==> src/rtl/matrix_pkg.sv <==
// Shared constants, width helpers and beat tag type for the matrix transpose
// stream path.
package matrix_pkg;

    function automatic int FRAME_LEN(input int row, input int clo);
        return row * clo;
    endfunction

    // Index counter width; a one-entry range still needs a 1-bit counter.
    function automatic int idx_w(input int n);
        return (n > 1) ? $clog2(n) : 1;
    endfunction

    // The extra MSB separates full from empty when the address bits match.
    function automatic int ptr_w(input int depth);
        return $clog2(depth) + 1;
    endfunction

    typedef struct packed {
        logic sof;
        logic eol;
        logic eof;
    } rx_tag_t;

endpackage

==> src/rtl/axis_sync_fifo.sv <==
// First-word-fall-through synchronous FIFO; the head entry is always visible
// on dout_o while empty_o is low.
module axis_sync_fifo
    import matrix_pkg::*;
#(
    parameter int DEPTH = 16,
    parameter int WIDTH = 8
) (
    input  logic             clk,
    input  logic             rst_n,
    input  logic             push_i,
    input  logic [WIDTH-1:0] din_i,
    input  logic             pop_i,
    output logic [WIDTH-1:0] dout_o,
    output logic             full_o,
    output logic             empty_o
);
    localparam int PW = ptr_w(DEPTH);
    localparam int AW = PW - 1;

    logic [WIDTH-1:0] mem_q [DEPTH];
    logic [PW-1:0]    wptr_q, wptr_d;
    logic [PW-1:0]    rptr_q, rptr_d;
    logic             do_push, do_pop;

    assign full_o  = (wptr_q[AW-1:0] == rptr_q[AW-1:0]) && (wptr_q[AW] != rptr_q[AW]);
    assign empty_o = (wptr_q == rptr_q);
    assign do_push = push_i && !full_o;
    assign do_pop  = pop_i && !empty_o;
    assign dout_o  = mem_q[rptr_q[AW-1:0]];

    always_comb begin
        wptr_d = wptr_q;
        rptr_d = rptr_q;
        if (do_push) wptr_d = wptr_q + 1'b1;
        if (do_pop)  rptr_d = rptr_q + 1'b1;
    end

    // Storage is data only and carries no reset.
    always_ff @(posedge clk) begin
        if (do_push) mem_q[wptr_q[AW-1:0]] <= din_i;
    end

    always_ff @(posedge clk or negedge rst_n) begin
        if (!rst_n) begin
            wptr_q <= '0;
            rptr_q <= '0;
        end else begin
            wptr_q <= wptr_d;
            rptr_q <= rptr_d;
        end
    end

endmodule

==> src/rtl/matrix_axis_rx.sv <==
// Receive side of the transpose core: buffers its non-backpressured stream,
// re-frames it (SOF / end-of-line / TLAST) and reports drops and frame counts.
module matrix_axis_rx
    import matrix_pkg::*;
#(
    parameter int DATA_WIDTH = 32,
    parameter int ROW        = 64,
    parameter int CLO        = 2400,
    parameter int FIFO_DEPTH = 16,
    parameter int CNT_WIDTH  = 16
) (
    input  logic                  clk,
    input  logic                  rst_n,
    input  logic [DATA_WIDTH-1:0] s_axis_tdata,
    input  logic                  s_axis_tvalid,
    output logic                  s_axis_tready,
    output logic [DATA_WIDTH-1:0] m_axis_tdata,
    output logic                  m_axis_tvalid,
    input  logic                  m_axis_tready,
    output logic                  m_axis_tlast,
    output logic [1:0]            m_axis_tuser,
    output logic                  frame_done,
    output logic [CNT_WIDTH-1:0]  frame_cnt,
    output logic [CNT_WIDTH-1:0]  drop_cnt,
    output logic                  ovf_err,
    input  logic                  err_clr
);
    localparam int EW = idx_w(ROW);
    localparam int LW = idx_w(CLO);

    typedef struct packed {
        logic [DATA_WIDTH-1:0] data;
        rx_tag_t               tag;
    } rx_beat_t;

    localparam int BW = $bits(rx_beat_t);

    logic [EW-1:0]        elem_q, elem_d;
    logic [LW-1:0]        line_q, line_d;
    logic [CNT_WIDTH-1:0] frame_cnt_q, frame_cnt_d;
    logic [CNT_WIDTH-1:0] drop_cnt_q, drop_cnt_d;
    logic                 ovf_q, ovf_d;
    logic                 frame_done_q, frame_done_d;

    rx_beat_t        push_beat, head;
    logic [BW-1:0]   fifo_dout;
    logic            fifo_full, fifo_empty;
    logic            in_fire, drop, out_fire, last_elem, last_line;

    assign last_elem = (elem_q == EW'(ROW - 1));
    assign last_line = (line_q == LW'(CLO - 1));
    assign in_fire   = s_axis_tvalid && !fifo_full;
    assign drop      = s_axis_tvalid && fifo_full;
    assign out_fire  = m_axis_tvalid && m_axis_tready;

    assign push_beat.data    = s_axis_tdata;
    assign push_beat.tag.sof = (elem_q == '0) && (line_q == '0);
    assign push_beat.tag.eol = last_elem;
    assign push_beat.tag.eof = last_elem && last_line;

    axis_sync_fifo #(
        .DEPTH (FIFO_DEPTH),
        .WIDTH (BW)
    ) u_fifo (
        .clk     (clk),
        .rst_n   (rst_n),
        .push_i  (in_fire),
        .din_i   (push_beat),
        .pop_i   (m_axis_tready),
        .dout_o  (fifo_dout),
        .full_o  (fifo_full),
        .empty_o (fifo_empty)
    );

    assign head = rx_beat_t'(fifo_dout);

    // Head fields are masked while empty so the unreset storage never leaks out.
    assign s_axis_tready = !fifo_full;
    assign m_axis_tvalid = !fifo_empty;
    assign m_axis_tdata  = fifo_empty ? '0 : head.data;
    assign m_axis_tlast  = !fifo_empty && head.tag.eof;
    assign m_axis_tuser  = fifo_empty ? 2'b00 : {head.tag.eol, head.tag.sof};
    assign frame_done    = frame_done_q;
    assign frame_cnt     = frame_cnt_q;
    assign drop_cnt      = drop_cnt_q;
    assign ovf_err       = ovf_q;

    always_comb begin
        elem_d       = elem_q;
        line_d       = line_q;
        frame_cnt_d  = frame_cnt_q;
        drop_cnt_d   = drop_cnt_q;
        ovf_d        = ovf_q;
        frame_done_d = out_fire && head.tag.eof;

        // Indices advance on dropped beats too, keeping frame alignment.
        if (s_axis_tvalid) begin
            if (last_elem) begin
                elem_d = '0;
                line_d = last_line ? '0 : line_q + 1'b1;
            end else begin
                elem_d = elem_q + 1'b1;
            end
        end

        if (frame_done_d) frame_cnt_d = frame_cnt_q + 1'b1;

        if (drop) begin
            ovf_d      = 1'b1;
            drop_cnt_d = err_clr ? CNT_WIDTH'(1) :
                         (&drop_cnt_q) ? drop_cnt_q : drop_cnt_q + 1'b1;
        end else if (err_clr) begin
            ovf_d      = 1'b0;
            drop_cnt_d = '0;
        end
    end

    always_ff @(posedge clk or negedge rst_n) begin
        if (!rst_n) begin
            elem_q       <= '0;
            line_q       <= '0;
            frame_cnt_q  <= '0;
            drop_cnt_q   <= '0;
            ovf_q        <= 1'b0;
            frame_done_q <= 1'b0;
        end else begin
            elem_q       <= elem_d;
            line_q       <= line_d;
            frame_cnt_q  <= frame_cnt_d;
            drop_cnt_q   <= drop_cnt_d;
            ovf_q        <= ovf_d;
            frame_done_q <= frame_done_d;
        end
    end

endmodule

==> config.mk <==
export PLATFORM = sky130hd
export DESIGN_NAME = matrix_axis_rx
export DESIGN_NICKNAME = d
export VERILOG_FILES = /design/src/rtl/matrix_pkg.sv /design/src/rtl/axis_sync_fifo.sv /design/src/rtl/matrix_axis_rx.sv
export SDC_FILE = /design/constraint.sdc
export NUM_CORES = 1
export LEC_CHECK = 0
export ABC_AREA = 0
export CAP_MARGIN = 20
export CORE_ASPECT_RATIO = 0.9
export CORE_MARGIN = 2
export CORE_UTILIZATION = 63
export CTS_BUF_LIST = sky130_fd_sc_hd__clkbuf_16
export CTS_CLUSTER_DIAMETER = 150
export CTS_CLUSTER_SIZE = 24
export DETAILED_ROUTE_END_ITERATION = 16
export DONT_BUFFER_PORTS = 1
export PLACE_DENSITY = 0.91
export SLEW_MARGIN = 10
export SYNTH_ARGS = -nofsm -noshare
export SYNTH_HDL_FRONTEND = slang
export SYNTH_HIERARCHICAL = 1
export SYNTH_SLANG_ARGS = --single-unit
==> constraint.sdc <==
create_clock -name clk -period 7.2 [get_ports clk]
set_input_delay 0.72 -clock clk [delete_from_list [all_inputs] [get_ports clk]]
set_output_delay 0.72 -clock clk [all_outputs]
set_load 0.02 [all_outputs]
### Word level (Yosys, flattened, before mapping)

Memories as Yosys holds them, arrays and structs flattened.
Cells that the tools add are included.

| storage, ports and cells | value |
|---|---|
| bits in registers | 62 |
| memory bits (writable) | 560 |
| output and inout bits | 71 |
| latch bits | 0 |
| bits of input ports | 37 |
| memory bits (read-only) | 0 |
| memories | 1 |
| logic and storage cells | 50 |

| operators by class | value |
|---|---|
| reduce and logical (&&, ||, !) cells | 17 |
| equality and inequality tests | 6 |
| add/subtract/negate cells | 6 |
| mux-type cells | 12 |
| magnitude comparators | 0 |
| bitwise gates (word level) | 0 |
| shift operators | 0 |
| divide/modulo/power cells | 0 |
| multiply operators | 0 |

Memory list:

| memory | depth | width | read ports | clocked after memory_dff | write ports | RTL line | RTL |
|---|---|---|---|---|---|---|---|
| u_fifo.mem_q | 16 | 35 | 1 | 0 | 1 | axis_sync_fifo.sv:21 | `logic [WIDTH-1:0] mem_q [DEPTH];` |

Operator list:

| cell | count |
|---|---|
| $mux W16 | 4 |
| $add A16 B1 Y16 const B | 2 |
| $mux W32 | 1 |
| $reduce_and A16 Y1 | 1 |
| $add A12 B1 Y12 const B | 1 |
| $eq A12 B12 Y1 const B | 1 |
| $logic_not A12 Y1 | 1 |
| $mux W12 | 1 |
| $add A5 B1 Y5 const B | 2 |
| $logic_and A1 B1 Y1 | 9 |
| $add A6 B1 Y6 const B | 1 |
| $eq A6 B6 Y1 const B | 1 |
| $logic_not A6 Y1 | 1 |
| $mux W6 | 1 |
| $eq A5 B5 Y1 | 1 |
| $eq A4 B4 Y1 | 1 |
| $mux W1 | 4 |
| $reduce_and A2 Y1 | 2 |
| $logic_not A1 Y1 | 2 |
| $mux W2 | 1 |
| $ne A2 B2 Y1 const B | 1 |
| $reduce_bool A2 Y1 | 1 |
| $ne A1 B1 Y1 | 1 |

### Longest topological paths before layout

Gate-level depths: netlist of the first run.

| logic depth | value |
|---|---|
| word-level depth | 7 |
| mapped depth | 13 |
| gate-level depth less buffers | 8 |

### Modules after synthesis

The synthesis of the first run kept the hierarchy.

By module, submodules not included:

| module | cells an instance | area an instance (µm²) | seq. area each (µm²) | times used |
|---|---|---|---|---|
| axis_sync_fifo | 934 | 21592.0 | 17066.4 | 1 |
| matrix_axis_rx | 306 | 2862.7 | 1301.2 | 1 |

### Least setup slack after synthesis of the first run

Ideal clock, no wire load.

| path | value |
|---|---|
| path type | reg-to-reg |
| from | register u_fifo.rptr_q[1] |
| to | memory u_fifo/mem_q[2][0] in the netlist's numbering, enable pin |
| arrival | 4.959 ns |
| setup slack | 1.726 ns |
| path buffers | 3 |
| library setup time | 0.515 ns |
| clock period less this slack | 5.474 ns |
| cell stages (with the launch flop) | 10 |
| cell sequence | dfrtp_1 -> buf_6 -> xnor2_1 -> nand4_1 -> buf_4 -> nor2_2 -> buf_2 -> nor2b_1 -> nand2_1 -> nor4_1 |

| on the way | value |
|---|---|
| longest elaborated chain between the ends | 7 |

Ends and longest elaborated chain:

| what | RTL line | RTL |
|---|---|---|
| start, declared | axis_sync_fifo.sv:23 | `logic [PW-1:0] rptr_q, rptr_d;` |
| start signal, assigned | axis_sync_fifo.sv:50 | `rptr_q <= rptr_d;` |
| $eq A4 B4 Y1 | axis_sync_fifo.sv:26 | `assign full_o = (wptr_q[AW-1:0] == rptr_q[AW-1:0]) && (wptr_q[AW] != rptr_q[AW]);` |
| $logic_and A1 B1 Y1 | axis_sync_fifo.sv:26 |  |
| net fifo_full | matrix_axis_rx.sv:47 | `logic fifo_full, fifo_empty;` |
| $logic_not A1 Y1 | matrix_axis_rx.sv:52 | `assign in_fire = s_axis_tvalid && !fifo_full;` |
| $logic_and A1 B1 Y1 | matrix_axis_rx.sv:52 |  |
| net in_fire | matrix_axis_rx.sv:48 | `logic in_fire, drop, out_fire, last_elem, last_line;` |
| $logic_and A1 B1 Y1 | axis_sync_fifo.sv:28 | `assign do_push = push_i && !full_o;` |
| $mux W1 | axis_sync_fifo.sv:41 | `if (do_push) mem_q[wptr_q[AW-1:0]] <= din_i;` |
| $mux W1 (not written as such) | axis_sync_fifo.sv:41 |  |
| end, declared | axis_sync_fifo.sv:21 |  |

The timed path passes the listed nets, and every way through them passes these cells.

### Worst setup path in the final report of the first run

| path | value |
|---|---|
| from | register u_fifo.rptr_q[2] |
| to | output m_axis_tdata[29] |

| on the way | value |
|---|---|
| longest elaborated chain between the ends | 2 |

Ends and longest elaborated chain:

| what | RTL line | RTL |
|---|---|---|
| $eq A5 B5 Y1 | axis_sync_fifo.sv:27 | `assign empty_o = (wptr_q == rptr_q);` |
| net fifo_empty | matrix_axis_rx.sv:47 |  |
| $mux W32 | matrix_axis_rx.sv:80 | `assign m_axis_tdata = fifo_empty ? '0 : head.data;` |
| end, declared | matrix_axis_rx.sv:17 | `output logic [DATA_WIDTH-1:0] m_axis_tdata,` |

The timed path passes the listed nets, and every way through them passes these cells.

==> impl_metrics.env, run 1 <==
export IMPL_outcome="finished clean"
export IMPL_setup_viol=0
export IMPL_route_met2_wl_um=26900
export IMPL_clk_insertion_delay_late_ns=0.59
export IMPL_post_cts_resize_count=0
export IMPL_synthArstFlopShare=0.0997
export IMPL_detail_route_antenna_nets=0
export IMPL_total_standard_cell_area_after_synthesis_um2=24500
export IMPL_grt_max_degree=77
export IMPL_num_antenna_cells=0
export IMPL_vias=12197
export IMPL_vias_in_the_first_global_route=12413
export IMPL_setup_worst_path_class="flip-flop to output port"
export IMPL_synthesized_net_count=1288
export IMPL_drcViolationCount=0
export IMPL_number_of_buffers_inserted_by_port_buffering=0
export IMPL_fmaxAchievable_ghz=0.214
export IMPL_pre_cts_ws_ns=2.59
export IMPL_worstSetupEndpointType="output port"
export IMPL_area_of_combinational_cells_with_multiple_inputs_um2=5750
export IMPL_worstHoldEndpoint="drop_cnt[12]$_DFFE_PN0P_"
export IMPL_yosysUniqueCellTypes=52
export IMPL_cts_inserted_buffers=29
export IMPL_holdCritPathClass="primary input to flip-flop"
export IMPL_synth_area_leader="sky130_fd_sc_hd__edfxtp_1"
export IMPL_vias_per_instance=7.00
export IMPL_grt_pass1_wl_um=78600
export IMPL_synth_cells=1240
export IMPL_worst_r2r_cell_count=7
export IMPL_required_ns=6.48
export IMPL_layout_cells_most_common="sky130_fd_sc_hd__edfxtp_1"
export IMPL_postCtsSetupRepairBufs=0
export IMPL_die_boundary_width_um=212
export IMPL_globalRoute_totalOverflow=0
export IMPL_detailedRoute_firstPassIterationCount=6
export IMPL_synthesis_area_per_instance_um2=19.7
export IMPL_die_area_um2=40400
export IMPL_fin_crit_sh=0.650
export IMPL_p_leak_nw=8.23
export IMPL_wire_length_on_met1_um=19200
export IMPL_hold_viol_final=0
export IMPL_global_route_usage_total=0.269
export IMPL_timing_hold_worst_path_depth=1
export IMPL_area_delta_synth_final_pct=5.55
export IMPL_initial_core_util=0.639
export IMPL_core_rowCount=68
export IMPL_final_seq_area_um2=18400
export IMPL_rsz0062_at_grt="no"
export IMPL_route_final_wire_length_um=53100
export IMPL_antenna_found_initial=0
export IMPL_r2r_end="drop_cnt[12]$_DFFE_PN0P_"
export IMPL_final_fill_count=2254
export IMPL_routability_congestion_estimate=0.802
export IMPL_wl_met3_um=5070
export IMPL_arrival_ns=3.96
export IMPL_io_pins=108
export IMPL_finalWorstPathRequiredPeriod_ns=4.68
export IMPL_synth_ff_latch_count=622
export IMPL_setup_tns_final_ns=0
export IMPL_synth_enable_flop_cells=560
export IMPL_setup_ws_ns=2.52
export IMPL_cts_hold_fix_buffers=2
export IMPL_post_route_util=0.674
export IMPL_ys_seq_area_frac=0.751
export IMPL_slew_violations=0
export IMPL_worst_clock_skew_ns=0.0171
export IMPL_synth_warning_count=6
export IMPL_critical_path_peak_fanout=76
export IMPL_r2r_start="u_fifo/rptr_q[2]$_DFFE_PN0P_"
export IMPL_synth_top_area_share=0.688
export IMPL_clock_path_buffers=3
export IMPL_tightest_slew_ns=1.15
export IMPL_irDropWorstVdd_mv=0.358
export IMPL_hpwl_um=27800
export IMPL_numClockSinks=622
export IMPL_hold_path_startpoint="err_clr"
export IMPL_ctsRootBufferMaster="sky130_fd_sc_hd__clkbuf_16"
export IMPL_final_cell_mix="560 x sky130_fd_sc_hd__edfxtp_1, 140 x sky130_fd_sc_hd__mux4_2, 70 x sky130_fd_sc_hd__o22ai_1"
export IMPL_tritoncts="built"
export IMPL_cap_violations=0
export IMPL_register_to_register_setup_slack_ns=2.52
export IMPL_cts_htree_levels=1
export IMPL_design_final_nets=1278
export IMPL_timing_critical_path_from_type="flip-flop"
export IMPL_path_clk_slew_ns=0.10
export IMPL_netlist_top_cells_area="sky130_fd_sc_hd__edfxtp_1 69%, sky130_fd_sc_hd__mux4_2 13%, sky130_fd_sc_hd__dfrtp_1 6.3%"
export IMPL_ys_dominant_reg_cell="sky130_fd_sc_hd__edfxtp_1"
export IMPL_routed_wire_length_per_instance_um=30.5
export IMPL_drc_marker_count_from_the_first_detailed_route_iteration=1509
export IMPL_area_of_the_core_um2=38300
export IMPL_worst_slew_margin_relative_to_its_limit=0.237
export IMPL_max_used_layer="met4"
export IMPL_layout_drive_gt1_share=0.185
export IMPL_die_height_um=191
export IMPL_cellPowerDensity_nw_per_um2=366
[routing by layer]
layer / GRT usage / up-vias
li1: - / 5011
met1: 0.365 / 6297
met2: 0.451 / 747
met3: 0.0476 / 142
met4: 0.0897 / 0
met5: 0 / -
[cells in the mapped netlist (2+ instances only)]
master                     instances
sky130_fd_sc_hd__and3_1           14
sky130_fd_sc_hd__mux4_2          140
sky130_fd_sc_hd__a21oi_1          10
sky130_fd_sc_hd__or3_1             6
sky130_fd_sc_hd__nor2_1           55
sky130_fd_sc_hd__or2_2             3
sky130_fd_sc_hd__dfrtp_1          62
sky130_fd_sc_hd__buf_6             4
sky130_fd_sc_hd__nor4_1           10
sky130_fd_sc_hd__mux2_2            4
sky130_fd_sc_hd__nor3_1           15
sky130_fd_sc_hd__nor2b_1          38
sky130_fd_sc_hd__inv_1            15
sky130_fd_sc_hd__nand2_1          31
sky130_fd_sc_hd__xnor2_1          32
sky130_fd_sc_hd__o21ai_0          10
sky130_fd_sc_hd__buf_4            23
sky130_fd_sc_hd__nand4_1          11
sky130_fd_sc_hd__edfxtp_1        560
sky130_fd_sc_hd__o211ai_1          4
sky130_fd_sc_hd__nand2b_1          4
sky130_fd_sc_hd__nand3_1          25
sky130_fd_sc_hd__o22ai_1          70
sky130_fd_sc_hd__a211oi_1          3
sky130_fd_sc_hd__or4_1             4
sky130_fd_sc_hd__buf_2            17
sky130_fd_sc_hd__o311ai_0          2
sky130_fd_sc_hd__mux2i_1           3
sky130_fd_sc_hd__o31ai_1           6
sky130_fd_sc_hd__ha_1             11
sky130_fd_sc_hd__buf_1             2
sky130_fd_sc_hd__and4_1            4
sky130_fd_sc_hd__nor4b_1           3
sky130_fd_sc_hd__xor2_1            6
sky130_fd_sc_hd__clkbuf_1         16
[worst max-delay path: stages (launching register included)]
cell and delay [ns]:
sky130_fd_sc_hd__dfrtp_4 1.20, sky130_fd_sc_hd__xnor2_1 0.19, sky130_fd_sc_hd__nand4_1 0.54, sky130_fd_sc_hd__nor2_4 0.72
sky130_fd_sc_hd__buf_4 0.44, sky130_fd_sc_hd__nor2b_1 0.25
[worst max-delay path by stage]
stage / from / to / slack, ns / cells after the start
final: u_fifo/rptr_q[2]$_DFFE_PN0P_ / m_axis_tdata[29] / 2.52 / 5
after global routing: u_fifo/rptr_q[2]$_DFFE_PN0P_ / drop_cnt[10]$_DFFE_PN0P_ / 2.25 / 7
after CTS: u_fifo/rptr_q[2]$_DFFE_PN0P_ / m_axis_tdata[26] / 2.49 / 5
after detailed placement: u_fifo/rptr_q[2]$_DFFE_PN0P_ / drop_cnt[10]$_DFFE_PN0P_ / 2.59 / 7
after global placement: u_fifo/rptr_q[2]$_DFFE_PN0P_ / drop_cnt[12]$_DFFE_PN0P_ / 2.81 / 7
after floorplan: u_fifo/rptr_q[1]$_DFFE_PN0P_ / u_fifo/mem_q[2][0]$_DFFE_PP_ / 1.73 / 9
[report_power, final]
group	switching (mW)	total (mW)	internal (mW)
Sequential	0.434	4.77	4.34
Clock	1.04	1.77	0.736
Combinational	1.72	2.91	1.19
Total	3.19	9.45	6.26
[sequential cells by signal, summed over array words and instances, names as in the netlist]
register	cells
drop_cnt	16
elem_q	6
frame_cnt	16
frame_done	1
line_q	12
ovf_err	1
u_fifo/mem_q	560
u_fifo/rptr_q	5
u_fifo/wptr_q	5
[cell type report]
type / instances / area share
clock buffers: 29 / 0.0281
flip-flops and latches: 622 / 0.712
well taps: 490 / 0.0238
clock inverters: 24 / 0.00349
inverters: 15 / 0.00218
repair buffers: 23 / 0.00756
multi-input cells: 539 / 0.223
[cells by family (layout without fill, tap and decap cells)]
logic type,Yosys count,in the layout,synth area share
compound gates,112,112,0.0296
xor+xnor,38,38,0.0136
fa+ha+maj,11,11,0.00563
buf+inv,79,91,0.0180
flops,622,622,0.751
mux,148,148,0.133
simple gates,230,230,0.0494
[per-stage QoR]
stage	power, mW	instances	hold slack, ns	area [µm²]
6_report	9.45	1742	0.180	25800
5_1_grt	9.76	1742	0.157	25800
4_1_cts	9.48	1742	0.147	25800
3_5_place_dp	7.70	1687	0.426	25000
3_3_place_gp	7.55	1687	0.426	25000
2_1_floorplan	7.02	1240	0.424	24500
Power figures use the tool's default switching activity.
==> run 2: changes to the inputs <==
--- a/config.mk
+++ b/config.mk
@@ -9,13 +9,13 @@
 export CAP_MARGIN = 20
 export CORE_ASPECT_RATIO = 0.9
 export CORE_MARGIN = 2
-export CORE_UTILIZATION = 63
+export CORE_UTILIZATION = 57
 export CTS_BUF_LIST = sky130_fd_sc_hd__clkbuf_16
 export CTS_CLUSTER_DIAMETER = 150
 export CTS_CLUSTER_SIZE = 24
 export DETAILED_ROUTE_END_ITERATION = 16
 export DONT_BUFFER_PORTS = 1
-export PLACE_DENSITY = 0.91
+export PLACE_DENSITY = 0.87
 export SLEW_MARGIN = 10
 export SYNTH_ARGS = -nofsm -noshare
 export SYNTH_HDL_FRONTEND = slang
==> constraint.sdc (replaced) <==
create_clock -name clk -period 3.8 [get_ports clk]
set_input_delay 0.38 -clock clk [delete_from_list [all_inputs] [get_ports clk]]
set_output_delay 0.38 -clock clk [all_outputs]
set_load 0.02 [all_outputs]
==> impl_metrics.env, run 2 (synthesis results as in run 1) <==
export IMPL_start_point_of_the_critical_path="u_fifo/rptr_q[1]$_DFFE_PN0P_"
export IMPL_globalRoute_totalOverflow=0
export IMPL_path_clk_slew_ns=0.10
export IMPL_vias_in_the_first_global_route=12852
export IMPL_number_of_buffers_inserted_by_port_buffering=0
export IMPL_design_final_nets=1338
export IMPL_layout_cells_most_common="sky130_fd_sc_hd__edfxtp_1"
export IMPL_routed_wire_length_per_instance_um=28.4
export IMPL_cts_htree_levels=1
export IMPL_final_fill_count=2708
export IMPL_drcViolationCount=0
export IMPL_cellPowerDensity_nw_per_um2=686
export IMPL_worstSetupEndpointType="output port"
export IMPL_setup_tns_final_ns=0
export IMPL_detail_route_antenna_nets=0
export IMPL_slew_violations=0
export IMPL_die_area_um2=44600
export IMPL_final_seq_area_um2=18400
export IMPL_global_route_usage_total=0.241
export IMPL_hold_viol_final=0
export IMPL_post_route_util=0.630
export IMPL_finalWorstPathRequiredPeriod_ns=3.59
export IMPL_final_hold_worst_slack_ns=0.0358
export IMPL_clock_path_buffers=3
export IMPL_clk_insertion_delay_late_ns=0.61
export IMPL_vias_per_instance=6.64
export IMPL_die_boundary_width_um=222
export IMPL_arrival_ns=3.21
export IMPL_detailedRoute_firstPassIterationCount=5
export IMPL_largest_reg_flops=560
export IMPL_hold_path_startpoint="err_clr"
export IMPL_critical_path_peak_fanout=55
export IMPL_io_pins=108
export IMPL_drc_marker_count_from_the_first_detailed_route_iteration=1603
export IMPL_setup_viol=0
export IMPL_timing_critical_path_from_type="flip-flop"
export IMPL_post_cts_resize_count=0
export IMPL_grt_max_degree=63
export IMPL_cts_hold_fix_buffers=37
export IMPL_required_ns=3.42
export IMPL_outcome="finished clean"
export IMPL_hpwl_um=30600
export IMPL_fmaxAchievable_ghz=0.279
export IMPL_area_of_combinational_cells_with_multiple_inputs_um2=5790
export IMPL_final_cell_mix="560 x sky130_fd_sc_hd__edfxtp_1, 140 x sky130_fd_sc_hd__mux4_2, 70 x sky130_fd_sc_hd__o22ai_1"
export IMPL_worst_slew_margin_relative_to_its_limit=0.381
export IMPL_route_final_wire_length_um=53000
export IMPL_r2r_start="u_fifo/wptr_q[2]$_DFFE_PN0P_"
export IMPL_holdCritPathClass="primary input to flip-flop"
export IMPL_grt_pass1_wl_um=80500
export IMPL_numClockSinks=622
export IMPL_ctsRootBufferMaster="sky130_fd_sc_hd__clkbuf_16"
export IMPL_cap_violations=0
export IMPL_rsz0062_at_grt="no"
export IMPL_postCtsSetupRepairBufs=0
export IMPL_worst_clock_skew_ns=0.0257
export IMPL_area_delta_synth_final_pct=8.28
export IMPL_routability_congestion_estimate=0.824
export IMPL_core_rowCount=71
export IMPL_irDropWorstVdd_mv=0.567
export IMPL_p_leak_nw=8.51
export IMPL_initial_core_util=0.582
export IMPL_area_of_the_core_um2=42000
export IMPL_fin_crit_sh=0.945
export IMPL_layout_drive_gt1_share=0.196
export IMPL_die_height_um=201
export IMPL_antenna_found_initial=2
export IMPL_tritoncts="built"
export IMPL_vias=12356
export IMPL_setup_worst_path_class="flip-flop to output port"
export IMPL_tightest_slew_ns=0.925
export IMPL_cts_inserted_buffers=29
run 2: cell count changes in the layout (fill, tap and decap cells not counted), sizes merged:
cell / delta
buf: +25
clkinv: +1
diode: +2
dlygate4sd3: +35
run 2: cell type report:
type | instances | share of cell area
clock buffer | 29 | 0.0274
tap | 547 | 0.0258
antenna | 2 | 0.000189
multi-input combinational | 539 | 0.218
sequential | 622 | 0.694
clock inverter | 25 | 0.00373
inverter | 15 | 0.00213
timing repair buffer | 83 | 0.0282
run 2: path summary, 6_finish.rpt:
| check | end | slack, ns | cells past startpoint |
|---|---|---|---|
| worst max register to register | u_fifo/mem_q[3][26]$_DFFE_PP_ | 0.59 | 8 |
| max in group asynchronous | u_fifo/rptr_q[1]$_DFFE_PN0P_ | 3.21 | 2 |
| worst max-delay path | m_axis_tdata[30] | 0.21 | 5 |
| worst min-delay path | drop_cnt[13]$_DFFE_PN0P_ | 0.04 | 2 |
| worst min register to register | line_q[11]$_DFFE_PN0P_ | 0.50 | 1 |
| min in group asynchronous | frame_cnt[14]$_DFFE_PN0P_ | 0.30 | 2 |
run 2: through the flow:
step	worst slack [ns]	instance area [µm²]	total power, mW	std cells
floorplan	-0.784	24500	13.3	1240
global placement	0.838	25300	14.6	1769
detailed placement	0.659	25300	14.8	1769
CTS	0.156	26500	18.3	1860
global route	0.0379	26500	18.9	1862
finish	0.211	26500	18.2	1862
run 2: worst max-delay path: stages, from the launching register on:
cell and delay (ns):
sky130_fd_sc_hd__dfrtp_4 0.62, sky130_fd_sc_hd__buf_4 0.75, sky130_fd_sc_hd__mux4_2 0.37, sky130_fd_sc_hd__o22ai_1 0.10
sky130_fd_sc_hd__nor2_1 0.31, sky130_fd_sc_hd__nor2b_1 0.42
run 2: power by group:
part           internal [mW]  switching (mW)
clock network           1.40            1.99
registers               8.21           0.504
logic                   2.36            3.70
run 2: layer usage:
metal  vias up  track usage  part of all wire
met3       101       0.0461             0.095
li1       5125            -                 -
met5         -            0                 0
met4         0       0.0635             0.028
met1      6413        0.330              0.37
met2       717        0.404              0.50
